**src/rtl/alu_operand_stage_pkg.sv**
```systemverilog
// Shared operand-select encodings for the ALU operand stage and its forwarding mux.
package alu_operand_stage_pkg;

    typedef enum logic [2:0] {
        SRCB_RS2     = 3'b000,
        SRCB_SEXT    = 3'b001,
        SRCB_ZEXT    = 3'b010,
        SRCB_SEXT_L1 = 3'b011,
        SRCB_JOFF    = 3'b100,
        SRCB_TWO     = 3'b101
    } src_b_e;

    localparam logic SRCA_RS1 = 1'b0;
    localparam logic SRCA_PC  = 1'b1;

endpackage

```
**src/rtl/alu_operand_stage_fwd_select.sv**
```systemverilog
// Combinational bypass mux for one source register: EX/MEM beats MEM/WB beats the register file.
module fwd_select #(
    parameter int DATA_W   = 16,
    parameter int REG_AW   = 4,
    parameter int ZERO_REG = 1
) (
    input  logic [REG_AW-1:0] addr,
    input  logic [DATA_W-1:0] rf_data,
    input  logic              mem_wr_en,
    input  logic [REG_AW-1:0] mem_wr_addr,
    input  logic [DATA_W-1:0] mem_wr_data,
    input  logic              wb_wr_en,
    input  logic [REG_AW-1:0] wb_wr_addr,
    input  logic [DATA_W-1:0] wb_wr_data,
    output logic [DATA_W-1:0] fwd_data
);

    logic is_zero_reg_s;

    assign is_zero_reg_s = (ZERO_REG != 0) && (addr == {REG_AW{1'b0}});

    // Priority select of the freshest producer for this address
    always_comb begin
        fwd_data = rf_data;
        if (is_zero_reg_s) begin
            fwd_data = {DATA_W{1'b0}};
        end else if (mem_wr_en && (mem_wr_addr == addr)) begin
            fwd_data = mem_wr_data;
        end else if (wb_wr_en && (wb_wr_addr == addr)) begin
            fwd_data = wb_wr_data;
        end else begin
            fwd_data = rf_data;
        end
    end

endmodule

```
**src/rtl/alu_operand_stage.sv**
```systemverilog
// ID/EX operand register: selects and forwards ALU operands, detects load-use hazards,
// and presents them through a valid/ready handshake with flush.
module alu_operand_stage
    import alu_operand_stage_pkg::*;
#(
    parameter int DATA_W   = 16,
    parameter int REG_AW   = 4,
    parameter int IMM_W    = 8,
    parameter int JIMM_W   = 12,
    parameter int ZERO_REG = 1
) (
    input  logic              clk,
    input  logic              rst_n,
    input  logic              in_valid,
    output logic              in_ready,
    input  logic [DATA_W-1:0] pc,
    input  logic [REG_AW-1:0] rs1_addr,
    input  logic [REG_AW-1:0] rs2_addr,
    input  logic [DATA_W-1:0] rs1_data,
    input  logic [DATA_W-1:0] rs2_data,
    input  logic [IMM_W-1:0]  imm,
    input  logic [JIMM_W-1:0] jimm,
    input  logic              src_a_sel,
    input  logic [2:0]        src_b_sel,
    input  logic              mem_wr_en,
    input  logic [REG_AW-1:0] mem_wr_addr,
    input  logic [DATA_W-1:0] mem_wr_data,
    input  logic              wb_wr_en,
    input  logic [REG_AW-1:0] wb_wr_addr,
    input  logic [DATA_W-1:0] wb_wr_data,
    input  logic              ld_valid,
    input  logic [REG_AW-1:0] ld_addr,
    input  logic              flush,
    output logic              out_valid,
    input  logic              out_ready,
    output logic [DATA_W-1:0] alu_a,
    output logic [DATA_W-1:0] alu_b,
    output logic [DATA_W-1:0] store_data,
    output logic              stall
);

    logic [DATA_W-1:0] rs1_fwd_s;
    logic [DATA_W-1:0] rs2_fwd_s;
    logic [DATA_W-1:0] sext_imm_s;
    logic [DATA_W-1:0] zext_imm_s;
    logic [DATA_W-1:0] sext_jimm_s;
    logic [DATA_W-1:0] next_a_s;
    logic [DATA_W-1:0] next_b_s;
    logic              rs1_used_s;
    logic              rs2_used_s;
    logic              adv_s;
    logic              load_s;
    logic              out_valid_r;
    logic [DATA_W-1:0] alu_a_r;
    logic [DATA_W-1:0] alu_b_r;
    logic [DATA_W-1:0] store_data_r;

    fwd_select #(.DATA_W(DATA_W), .REG_AW(REG_AW), .ZERO_REG(ZERO_REG)) u_fwd_rs1 (
        .addr        (rs1_addr),
        .rf_data     (rs1_data),
        .mem_wr_en   (mem_wr_en),
        .mem_wr_addr (mem_wr_addr),
        .mem_wr_data (mem_wr_data),
        .wb_wr_en    (wb_wr_en),
        .wb_wr_addr  (wb_wr_addr),
        .wb_wr_data  (wb_wr_data),
        .fwd_data    (rs1_fwd_s)
    );

    fwd_select #(.DATA_W(DATA_W), .REG_AW(REG_AW), .ZERO_REG(ZERO_REG)) u_fwd_rs2 (
        .addr        (rs2_addr),
        .rf_data     (rs2_data),
        .mem_wr_en   (mem_wr_en),
        .mem_wr_addr (mem_wr_addr),
        .mem_wr_data (mem_wr_data),
        .wb_wr_en    (wb_wr_en),
        .wb_wr_addr  (wb_wr_addr),
        .wb_wr_data  (wb_wr_data),
        .fwd_data    (rs2_fwd_s)
    );

    assign sext_imm_s  = {{(DATA_W-IMM_W){imm[IMM_W-1]}}, imm};
    assign zext_imm_s  = {{(DATA_W-IMM_W){1'b0}}, imm};
    assign sext_jimm_s = {{(DATA_W-JIMM_W){jimm[JIMM_W-1]}}, jimm};

    // rs2 always feeds store_data, so it counts as used for any live address
    assign rs1_used_s = (src_a_sel == SRCA_RS1) &&
                        !((ZERO_REG != 0) && (rs1_addr == {REG_AW{1'b0}}));
    assign rs2_used_s = !((ZERO_REG != 0) && (rs2_addr == {REG_AW{1'b0}}));

    assign stall    = in_valid && ld_valid &&
                      ((rs1_used_s && (rs1_addr == ld_addr)) ||
                       (rs2_used_s && (rs2_addr == ld_addr)));
    assign adv_s    = !out_valid_r || out_ready;
    assign in_ready = adv_s && !stall;
    assign load_s   = adv_s && in_valid && !stall && !flush;

    // Operand A source selection
    always_comb begin
        next_a_s = rs1_fwd_s;
        if (src_a_sel == SRCA_PC) begin
            next_a_s = pc;
        end else begin
            next_a_s = rs1_fwd_s;
        end
    end

    // Operand B source selection; shifted forms drop the MSB
    always_comb begin
        next_b_s = {DATA_W{1'b0}};
        case (src_b_sel)
            SRCB_RS2:     next_b_s = rs2_fwd_s;
            SRCB_SEXT:    next_b_s = sext_imm_s;
            SRCB_ZEXT:    next_b_s = zext_imm_s;
            SRCB_SEXT_L1: next_b_s = {sext_imm_s[DATA_W-2:0], 1'b0};
            SRCB_JOFF:    next_b_s = {sext_jimm_s[DATA_W-2:0], 1'b0};
            SRCB_TWO:     next_b_s = {{(DATA_W-2){1'b0}}, 2'b10};
            default:      next_b_s = {DATA_W{1'b0}};
        endcase
    end

    // Output register: flush kills the held slot even under backpressure
    always_ff @(posedge clk) begin
        if (!rst_n) begin
            out_valid_r  <= 1'b0;
            alu_a_r      <= {DATA_W{1'b0}};
            alu_b_r      <= {DATA_W{1'b0}};
            store_data_r <= {DATA_W{1'b0}};
        end else begin
            if (flush) begin
                out_valid_r <= 1'b0;
            end else if (adv_s) begin
                out_valid_r <= load_s;
            end
            if (load_s) begin
                alu_a_r      <= next_a_s;
                alu_b_r      <= next_b_s;
                store_data_r <= rs2_fwd_s;
            end
        end
    end

    assign out_valid  = out_valid_r;
    assign alu_a      = alu_a_r;
    assign alu_b      = alu_b_r;
    assign store_data = store_data_r;

endmodule

```
**config.mk**
```make
export PLATFORM = sky130hd
export DESIGN_NAME = alu_operand_stage
export DESIGN_NICKNAME = d
export VERILOG_FILES = /design/src/rtl/alu_operand_stage_pkg.sv /design/src/rtl/alu_operand_stage_fwd_select.sv /design/src/rtl/alu_operand_stage.sv
export SDC_FILE = /design/constraint.sdc
export NUM_CORES = 1
export LEC_CHECK = 0
export ABC_AREA = 1
export ABC_CLOCK_PERIOD_IN_PS = 1900
export CAP_MARGIN = 20
export CORE_ASPECT_RATIO = 1.5
export CORE_MARGIN = 3
export CORE_UTILIZATION = 42
export DETAILED_ROUTE_END_ITERATION = 8
export GPL_ROUTABILITY_DRIVEN = 0
export PLACE_DENSITY = 0.83
export SYNTH_ARGS = -nofsm -noshare
export SYNTH_HDL_FRONTEND = slang
export SYNTH_SLANG_ARGS = --single-unit
```
**constraint.sdc**
```tcl
create_clock -name clk -period 1.9 [get_ports clk]
set_input_delay 0.38 -clock clk [delete_from_list [all_inputs] [get_ports clk]]
set_output_delay 0.38 -clock clk [all_outputs]
set_load 0.005 [all_outputs]
```
==> results of run 1 <==
==> power groups by stage <==
| stage | clock (W) | combinational (W) | sequential [W] |
|---|---|---|---|
| after global placement | 0 | 0.00110 | 0.00115 |
| after floorplan | 0 | 0.000480 | 0.00115 |
| final | 0.00105 | 0.00119 | 0.00113 |
| after global routing | 0.00109 | 0.00129 | 0.00114 |
| after CTS | 0.00105 | 0.00113 | 0.00113 |
| after detailed placement | 0 | 0.00112 | 0.00115 |
==> sequential cells by signal (all words and copies together), names as in the netlist <==
signal      flops
alu_b          16
alu_a          16
store_data     16
out_valid       1
==> synthesized netlist by cell type (all sizes together) <==
| cell type | instances |
|---|---|
| o21ai | 18 |
| xnor2 | 4 |
| o2111ai | 1 |
| a211oi | 1 |
| a21boi | 1 |
| nand4 | 32 |
| nand2 | 205 |
| nand3b | 2 |
| nor2 | 137 |
| nor4b | 1 |
| a21oi | 34 |
| nor3 | 2 |
| a221oi | 6 |
| clkbuf | 11 |
| buf | 23 |
| o22ai | 2 |
| clkinv | 1 |
| xor2 | 7 |
| a31oi | 1 |
| dfxtp | 49 |
| nand3 | 56 |
| inv | 52 |
==> per-stage QoR <==
step	utilization (%)	hold slack, ns	cell area (um2)	instances
global placement	70.8	0.453	6070	951
floorplan	-	0.458	3780	646
CTS	72.9	0.473	6250	960
detailed placement	70.8	0.461	6070	951
finish	75.4	0.468	6460	966
global route	75.4	0.485	6460	966
==> kinds of logic (layout without fill, tap and decap cells) <==
kind of cell              count (synthesis)  count (layout)  synth area share, %
buffers and inverters                    87             299                 10.8
DFF                                      49              49                 25.9
AOI/OAI and AO/OA                        64              64                 9.73
xor gates and xnor gates                 11              11                 2.55
and+or+nand+nor                         435             436                 51.0
==> worst paths after layout <==
check	start	to	slack, ns	depth (start not counted)
hold reg to reg	alu_b[9]	alu_b[9]	0.47	2
setup reg to reg	out_valid	store_data[10]	0.49	5
setup / recovery	rs2_addr[0]	stall	0.05	8
hold / removal	alu_b[9]	alu_b[9]	0.47	2
==> worst max-delay path, stage by stage <==
cell,delay [ns]
dlygate4sd2_1,0.27
xor2_1,0.16
nor2_1,0.14
nand3_2,0.12
nand2_4,0.10
nand2_4,0.06
inv_4,0.05
clkdlybuf4s15_2,0.20
==> area by class of cell <==
type	count	area, um2	share of cell area [%]
tap	107	134	2.07
inverter	53	204	3.16
clock buffer	6	129	1.99
timing repair buffer	238	2470	38.2
clock inverter	2	38.8	0.600
sequential	49	981	15.2
multi-input combinational	511	2500	38.8
==> placed cells by master, fill, tap and decap left out, drive strengths merged, types with 11 or more instances in the layout <==
cell type      synthesis  layout
nor2                 137     137
clkdlybuf4s50          0     161
nand2                205     205
o21ai                 18      18
nand3                 56      57
buf                   23      54
inv                   52      52
nand4                 32      32
clkbuf                11      11
a21oi                 34      34
dfxtp                 49      49
==> per-layer routing <==
| layer | up-vias | wire length [um] |
|---|---|---|
| li1 | 2510 | - |
| met1 | 2358 | 5690 |
| met2 | 333 | 8170 |
| met3 | 75 | 1130 |
| met4 | 0 | 1050 |
| met5 | - | 0 |
==> repair_timing <==
item / CTS / global route
buffers inserted: 0 / 2
setup endpoints to repair: 48 / 36
gates cloned: 1 / 4
gates resized for setup: 28 / 42
pin swaps: 12 / 18
==> flow_metrics.tcl, run 1 <==
set metrics [dict create \
    outcome "complete, no violations" \
    grt_pass1_wl_um 24400 \
    avgSynthCellArea_um2 5.85 \
    drt_first_pass_iters 8 \
    grt_pass1_vias 5144 \
    max_slew_margin_pct 65.7 \
    crit_arrival_ns 1.47 \
    initialDrtViolationCount 418 \
    slew_violations 0 \
    swShare_pct 30.1 \
    tightestPinTransition_ns 0.511 \
    pwr-share-seq_pct 33.6 \
    synth_area_leaders "dfxtp_1, nand2_1, nor2_1, nand3_1, nand4_1" \
    die_w_um 83.5 \
    ys_types 36 \
    synthCells 646 \
    cts-root-buf "clkbuf_16" \
    drive_gt1_share_pct 14.4 \
    clk_latency_ns 0.30 \
    dp_hpwl_um 12300 \
    clock_skew_ns 0.00803 \
    setup_ws_ns 0.0504 \
    htreeDepth 2 \
    grt.total_usage_pct 29.6 \
    port_buffers 182 \
    antenna_cells 0 \
    cts_tree "yes" \
    setup_viol 0 \
    numCtsBuffers 5 \
    yosys_warnings 0 \
    cts.sinks 49 \
    cts_buffer_depth 2 \
    report.power.total_w 0.00337 \
    yosysTopAreaCell "dfxtp_1" \
    rsz0062_at_grt "true" \
    comb_power_share_pct 35.4 \
    drcViolationCount 0 \
    use_met2_pct 55.4 \
    cp_max_fo 3 \
    start_util_pct 44.1 \
    seq_area_frac_synth_pct 25.9 \
    core_area_um2 8570 \
    synth_top_cell_area_share_pct 25.9 \
    period_share_pct 97.3 \
    power_density_nw_per_um2 521 \
    internal-power_w 0.00235 \
    ys_seq_elements 49 \
    dieHeight_um 122 \
    pre_cts_ws_ns -0.610 \
    drv_cap 0 \
    cts-hold-fix-buffers 0 \
    fin_setup_tns_ns 0 \
    worstSetupPathType "input pin to output port" \
    num_rows 41 \
    vias 5276 \
    clkSlewWorstSetupHoldPaths_ns 0.07 \
    required_ns 1.52 \
    area_growth_syn_to_layout_pct 70.9 \
    nNetsFinal 990 \
    grtUsageMet3_pct 4.67 \
    cp-start-kind "input pin" \
    ir_worst_vdd_uv 377 \
    fill_cells 652 \
    max_clock_freq_ghz 0.541 \
    hold_path.class "flip-flop to flip-flop" \
    grt_max_degree 35 \
    p_switching_w 0.00101 \
    p_clk_share_pct 31.1 \
    grt_busiest_layer "met2" \
    syn_area_um2 3780 \
    grt-ovfl-total 0 \
    antenna_found_initial 0 \
    p_leak_nw 3.05 \
    io_pins 183 \
    cp-end-kind "output port" \
    fin_crit_ns 1.85 \
    dieArea_um2 10200 \
    wl_per_cell_um 16.6 \
    postRouteWirelength_um 16000 \
    synthesis.nets 778 \
    final_hold_viol_count 0 \
    ant_nets 0 \
    viasPerCell 5.46 \
    use_met1_pct 31.3 \
]
No activity file was read; power rests on OpenSTA's default activity.
==> run 2, diff against run 1 <==
--- a/config.mk
+++ b/config.mk
@@ -10,10 +10,10 @@
 export CAP_MARGIN = 20
 export CORE_ASPECT_RATIO = 1.5
 export CORE_MARGIN = 3
-export CORE_UTILIZATION = 42
+export CORE_UTILIZATION = 34
 export DETAILED_ROUTE_END_ITERATION = 8
 export GPL_ROUTABILITY_DRIVEN = 0
-export PLACE_DENSITY = 0.83
+export PLACE_DENSITY = 0.69
 export SYNTH_ARGS = -nofsm -noshare
 export SYNTH_HDL_FRONTEND = slang
 export SYNTH_SLANG_ARGS = --single-unit
==> flow_metrics.tcl, run 2 (same netlist as run 1, synthesis figures left out) <==
set metrics [dict create \
    setup_ws_ns 0.0792 \
    final_hold_viol_count 0 \
    final_common_cell "nand2_1" \
    swShare_pct 31.5 \
    cp-end-kind "output port" \
    period_share_pct 95.8 \
    crit_path_max_incr_delay_ns 0.27 \
    rsz0062_at_grt "true" \
    grt.total_usage_pct 25.4 \
    fin_setup_tns_ns 0 \
    clock_skew_ns 0.00551 \
    port_buffers 182 \
    worstSetupPathType "input pin to output port" \
    drcViolationCount 0 \
    reg2reg_depth 5 \
    grt_pass1_vias 5113 \
    viasPerCell 5.10 \
    cts_tree "yes" \
    cts-root-buf "clkbuf_16" \
    drv_cap 0 \
    p_clk_share_pct 28.1 \
    place_area_um2 6090 \
    postRouteWirelength_um 16600 \
    cts_buffer_depth 2 \
    num_rows 46 \
    initialDrtViolationCount 355 \
    grt-ovfl-total 0 \
    core_area_um2 10700 \
    numCtsBuffers 5 \
    max_clock_freq_ghz 0.549 \
    holdPathEnd "alu_b[14]" \
    grt_max_degree 33 \
    drt_first_pass_iters 5 \
    hold_depth 2 \
    final_util_pct 61.3 \
    slew_violations 0 \
    comb_power_share_pct 37.0 \
    wl_per_cell_um 16.3 \
    vias 5185 \
    dieHeight_um 135 \
    cp_max_fo 3 \
    ir_worst_vdd_uv 334 \
    hold_slack_ns 0.465 \
    crit_arrival_ns 1.44 \
    outcome "complete, no violations" \
    die_w_um 92.1 \
    ant_nets 0 \
    fin_crit_ns 1.82 \
    power_density_nw_per_um2 495 \
    nNetsFinal 1001 \
    start_util_pct 35.3 \
    p_leak_nw 3.07 \
    p_switching_w 0.00102 \
    tightestPinTransition_ns 0.501 \
    io_pins 183 \
    cp-start-kind "input pin" \
    setup_viol 0 \
    cpMaxStageDelayCell "dlygate4sd2_1" \
    max_slew_margin_pct 66.4 \
    hold_start "alu_b[14]" \
    clk_latency_ns 0.30 \
    htreeDepth 2 \
    grt_pass1_wl_um 25100 \
    cts.sinks 49 \
    dp_hpwl_um 13000 \
    r2r_slack_ns 0.52 \
    crit_family "buffers and inverters" \
    pre_cts_ws_ns -0.545 \
    final_cell_mix "nand2_1, clkdlybuf4s50_1, nor2_1, buf_4, dfxtp_1" \
    drive_gt1_share_pct 15.9 \
    r2r_start "out_valid" \
    pwr-share-seq_pct 34.9 \
    clkSlewWorstSetupHoldPaths_ns 0.07 \
    hold_path.class "flip-flop to flip-flop" \
    antenna_found_initial 3 \
    crit_buf_inv 3 \
    r2r_end "store_data[9]" \
    post-route-cell-area_um2 6560 \
    area_growth_syn_to_layout_pct 73.4 \
    internal-power_w 0.00222 \
    crit_chain "dlygate4sd2_1, xor2_1, nor2_1, nand3_2, nand2_2, nand2_4, inv_2, a21oi_1, buf_2" \
    required_ns 1.52 \
    dieArea_um2 12400 \
]
-- run 2: cell types whose count changed in the layout (fill, tap and decap cells not counted), moves of 3 or more --
cell             previous run  this run
buf_4                      34        51
dlygate4sd2_1               3         8
buf_12                     13         9
clkdlybuf4s15_1             8         4
diode_2                     0         3
-- run 2: what timing repair did --
action / in CTS / in global routing
buffers inserted: 2 / 4
hold buffers: 0 / 0
pin swaps: 6 / 14
gates resized for setup: 22 / 45
setup endpoints to repair: 41 / 34
gates cloned: 0 / 6
-- run 2: cell type report --
cell class	count	area, um2
antenna	3	7.51
clock buffer	5	125
clock inverter	3	22.5
fill	1016	4150
inverter	53	201
multi-input combinational	511	2540
sequential	49	981
tap	144	180
timing repair buffer	249	2500
-- run 2: worst max path at each step --
stage	to	from	depth (start not counted)
after global placement	in_ready	rs2_addr[0]	11
after floorplan	alu_a[10]	src_a_sel	11
after CTS	stall	rs1_addr[3]	8
after detailed placement	in_ready	rs2_addr[3]	11
after global routing	store_data[15]	wb_wr_addr[0]	12
final	in_ready	rs2_addr[1]	9
-- run 2: per-layer routing --
metal	global-route usage, %	wire length (um)	share of wire (%)	vias to the layer above
li1	-	-	-	2530
met1	27.3	5800	35	2349
met2	46.6	8750	53	258
met3	3.67	1160	7.0	48
met4	15.0	872	5.3	0
met5	0	0	0	-
-- run 2: power groups by stage --
stage                     sequential (W)  combinational, W  clock (W)
after floorplan                  0.00115          0.000480          0
after global placement           0.00115           0.00111          0
after detailed placement         0.00115           0.00113          0
after CTS                        0.00113           0.00113   0.000932
after global routing             0.00114           0.00131   0.000954
final                            0.00113           0.00120   0.000913
-- run 2: tightest hold or removal path, cell delays in order, from the launching register on --
cell     delay [ns]
dfxtp_1        0.31
nand2_1        0.06
a21oi_1        0.05
-- run 2: through the flow --
stage	std cells	total power (W)
global route	1017	0.00340
finish	1017	0.00325
floorplan	646	0.00163
global placement	994	0.00227
detailed placement	994	0.00228
CTS	1004	0.00319
==> edit (settings of run 1) <==
Change the parameter `IMM_W` from 8 to 10.
--- a/src/rtl/alu_operand_stage.sv
+++ b/src/rtl/alu_operand_stage.sv
@@ -6,5 +6,5 @@
     parameter int DATA_W   = 16,
     parameter int REG_AW   = 4,
-    parameter int IMM_W    = 8,
+    parameter int IMM_W    = 10,
     parameter int JIMM_W   = 12,
     parameter int ZERO_REG = 1
Ports: changed (resized imm); port bits go from 183 to 185. No check against the original RTL was run, so the function may have changed too.
==> edit against run 1 <==
Sequential cell count stayed put. Power is 0.77% lower. Largest cell class unchanged. Utilization is 1.5 points lower. Routed wire length is 3.3% higher. Worst setup slack worse by 0.017 ns. Final area is 2.5% lower. Sequential share of layout area is 0.40 points higher. Synthesized area is 2.3% lower.
==> edit: results (changes against run 1) <==
[outcome]
status = complete, no violations  ; unchanged

[global_route]
grt_start_max_net_pins = 47  ; was 35
grt_pass1_vias = 5105  ; was 5144
grt_first_pass_wirelength_um = 24100  ; was 24400 um
grt_use_total_pct = 31.4  ; was 29.6%

[synthesis]
synth_async_sr_flop_share_pct = 0  ; unchanged
synth-compound-area-share_pct = 16.1  ; was 9.73%
synth_fa_ha_area_share_pct = 0  ; unchanged
synth_nets = 752  ; was 778
ys_types = 33  ; was 36
synthTopCellsByArea = dfxtp_1, nand2_1, nor2_1  ; unchanged
ys_top_cells_by_count = nand2_1, nor2_1, nand3_1  ; unchanged
synth_xor_area_share_pct = 1.66  ; was 2.55%
syn-instance-count = 618  ; was 646
yosysSeqAreaShare_pct = 26.5  ; was 25.9%

[power_and_ir_drop]
power.switching_uw = 1010  ; about the same
powerDensity_nw_per_um2 = 530  ; was 521 nW/um2
ir_drop_v = 0.000491  ; was 0.000377 V
clkPwrFrac_pct = 31.5  ; was 31.1%
power_leakage_uw = 0.00289  ; was 0.00305 uW

[place]
placed_area_um2 = 5900  ; was 6070 um2
port_buffers = 184  ; was 182
dpl.cell_count = 922  ; was 951
pre_cts_slack_ns = -0.563  ; was -0.610 ns
dp.final_hpwl_um = 12600  ; was 12300 um

[clock_tree]
h-tree-depth = 2  ; unchanged
insertion_delay_ns = 0.29
cts_root_buf = clkbuf_16  ; unchanged
clkTransAtPathRegs_ns = 0.07  ; about the same
clk_path_buf_depth = 2  ; unchanged

[sta]
worstMarginPinSlew_ns = 0.374  ; was 0.511 ns
skew_ns = 0.00319  ; was 0.00803 ns

[routing]
vias = 5288  ; was 5276
first_iter_violations = 480  ; was 418
first_pass_iters = 7  ; was 8
routed_wl_um = 16600  ; was 16000 um
ant_nets = 0  ; unchanged

[cells_and_area]
drive_gt1_share_pct = 13.2  ; was 14.4%
instances_no_fill = 942  ; was 966
fin_nets = 968  ; was 990
fillers = 673  ; was 652

[critical_path]
cp.arrival_ns = 1.49  ; was 1.47 ns
cp_max_fo = 3  ; unchanged

edit: cell count changes after synthesis, sizes merged, moves of 2 or more:
cell	change
a21boi	+15
a21oi	+19
a221oi	+3
and2	+3
buf	-2
nand2	-29
nand3	+2
nand3b	-2
nor2	-34
o21ai	+2
xnor2	-2
xor2	-2
edit: timing repair:
| item | 4_1_cts | 5_1_grt |
|---|---|---|
| setup buffers | 1 | 5 |
| hold buffers | 0 | 0 |
| endpoints found under the setup margin | 50 | 37 |
| gates cloned | 0 | 6 |
| resized for setup | 28 | 30 |
| pin swaps | 6 | 14 |
edit: layout make-up:
type / instances / area (um2) / area share, %
clock buffer: 5 / 125 / 1.99
clock inverter: 3 / 43.8 / 0.695
inverter: 52 / 204 / 3.24
multi-input combinational: 485 / 2400 / 38.2
sequential: 49 / 981 / 15.6
tap: 107 / 134 / 2.13
timing repair buffer: 240 / 2400 / 38.1
timing repair inverter: 1 / 7.51 / 0.119
edit: worst paths after layout:
path               startpoint              to  slack [ns]  cells after the start
setup / recovery  rs1_addr[1]           stall        0.03                      8
hold / removal      alu_b[10]       alu_b[10]        0.48                      2
setup reg to reg    out_valid  store_data[13]        0.50                      8
hold reg to reg     alu_b[10]       alu_b[10]        0.48                      2
edit: cell families after synthesis:
group	after synthesis
compound gates	101
xor+xnor	7
buf+inv	85
flops	49
simple gates	376
edit: per-layer routing:
metal	part of all wire [%]	vias to the layer above	GRT usage [%]
li1	-	2466	-
met1	34	2363	32.3
met2	49	351	53.3
met3	8.6	108	6.24
met4	9.1	0	24.6
met5	0	-	0
edit: worst max-delay path: stages:
cell and delay (ns):
clkdlybuf4s15_1 0.25, inv_2 0.08, a31oi_2 0.22, nand3_1 0.10
nand2_1 0.11, nand2_2 0.07, inv_2 0.06, dlygate4sd2_1 0.23
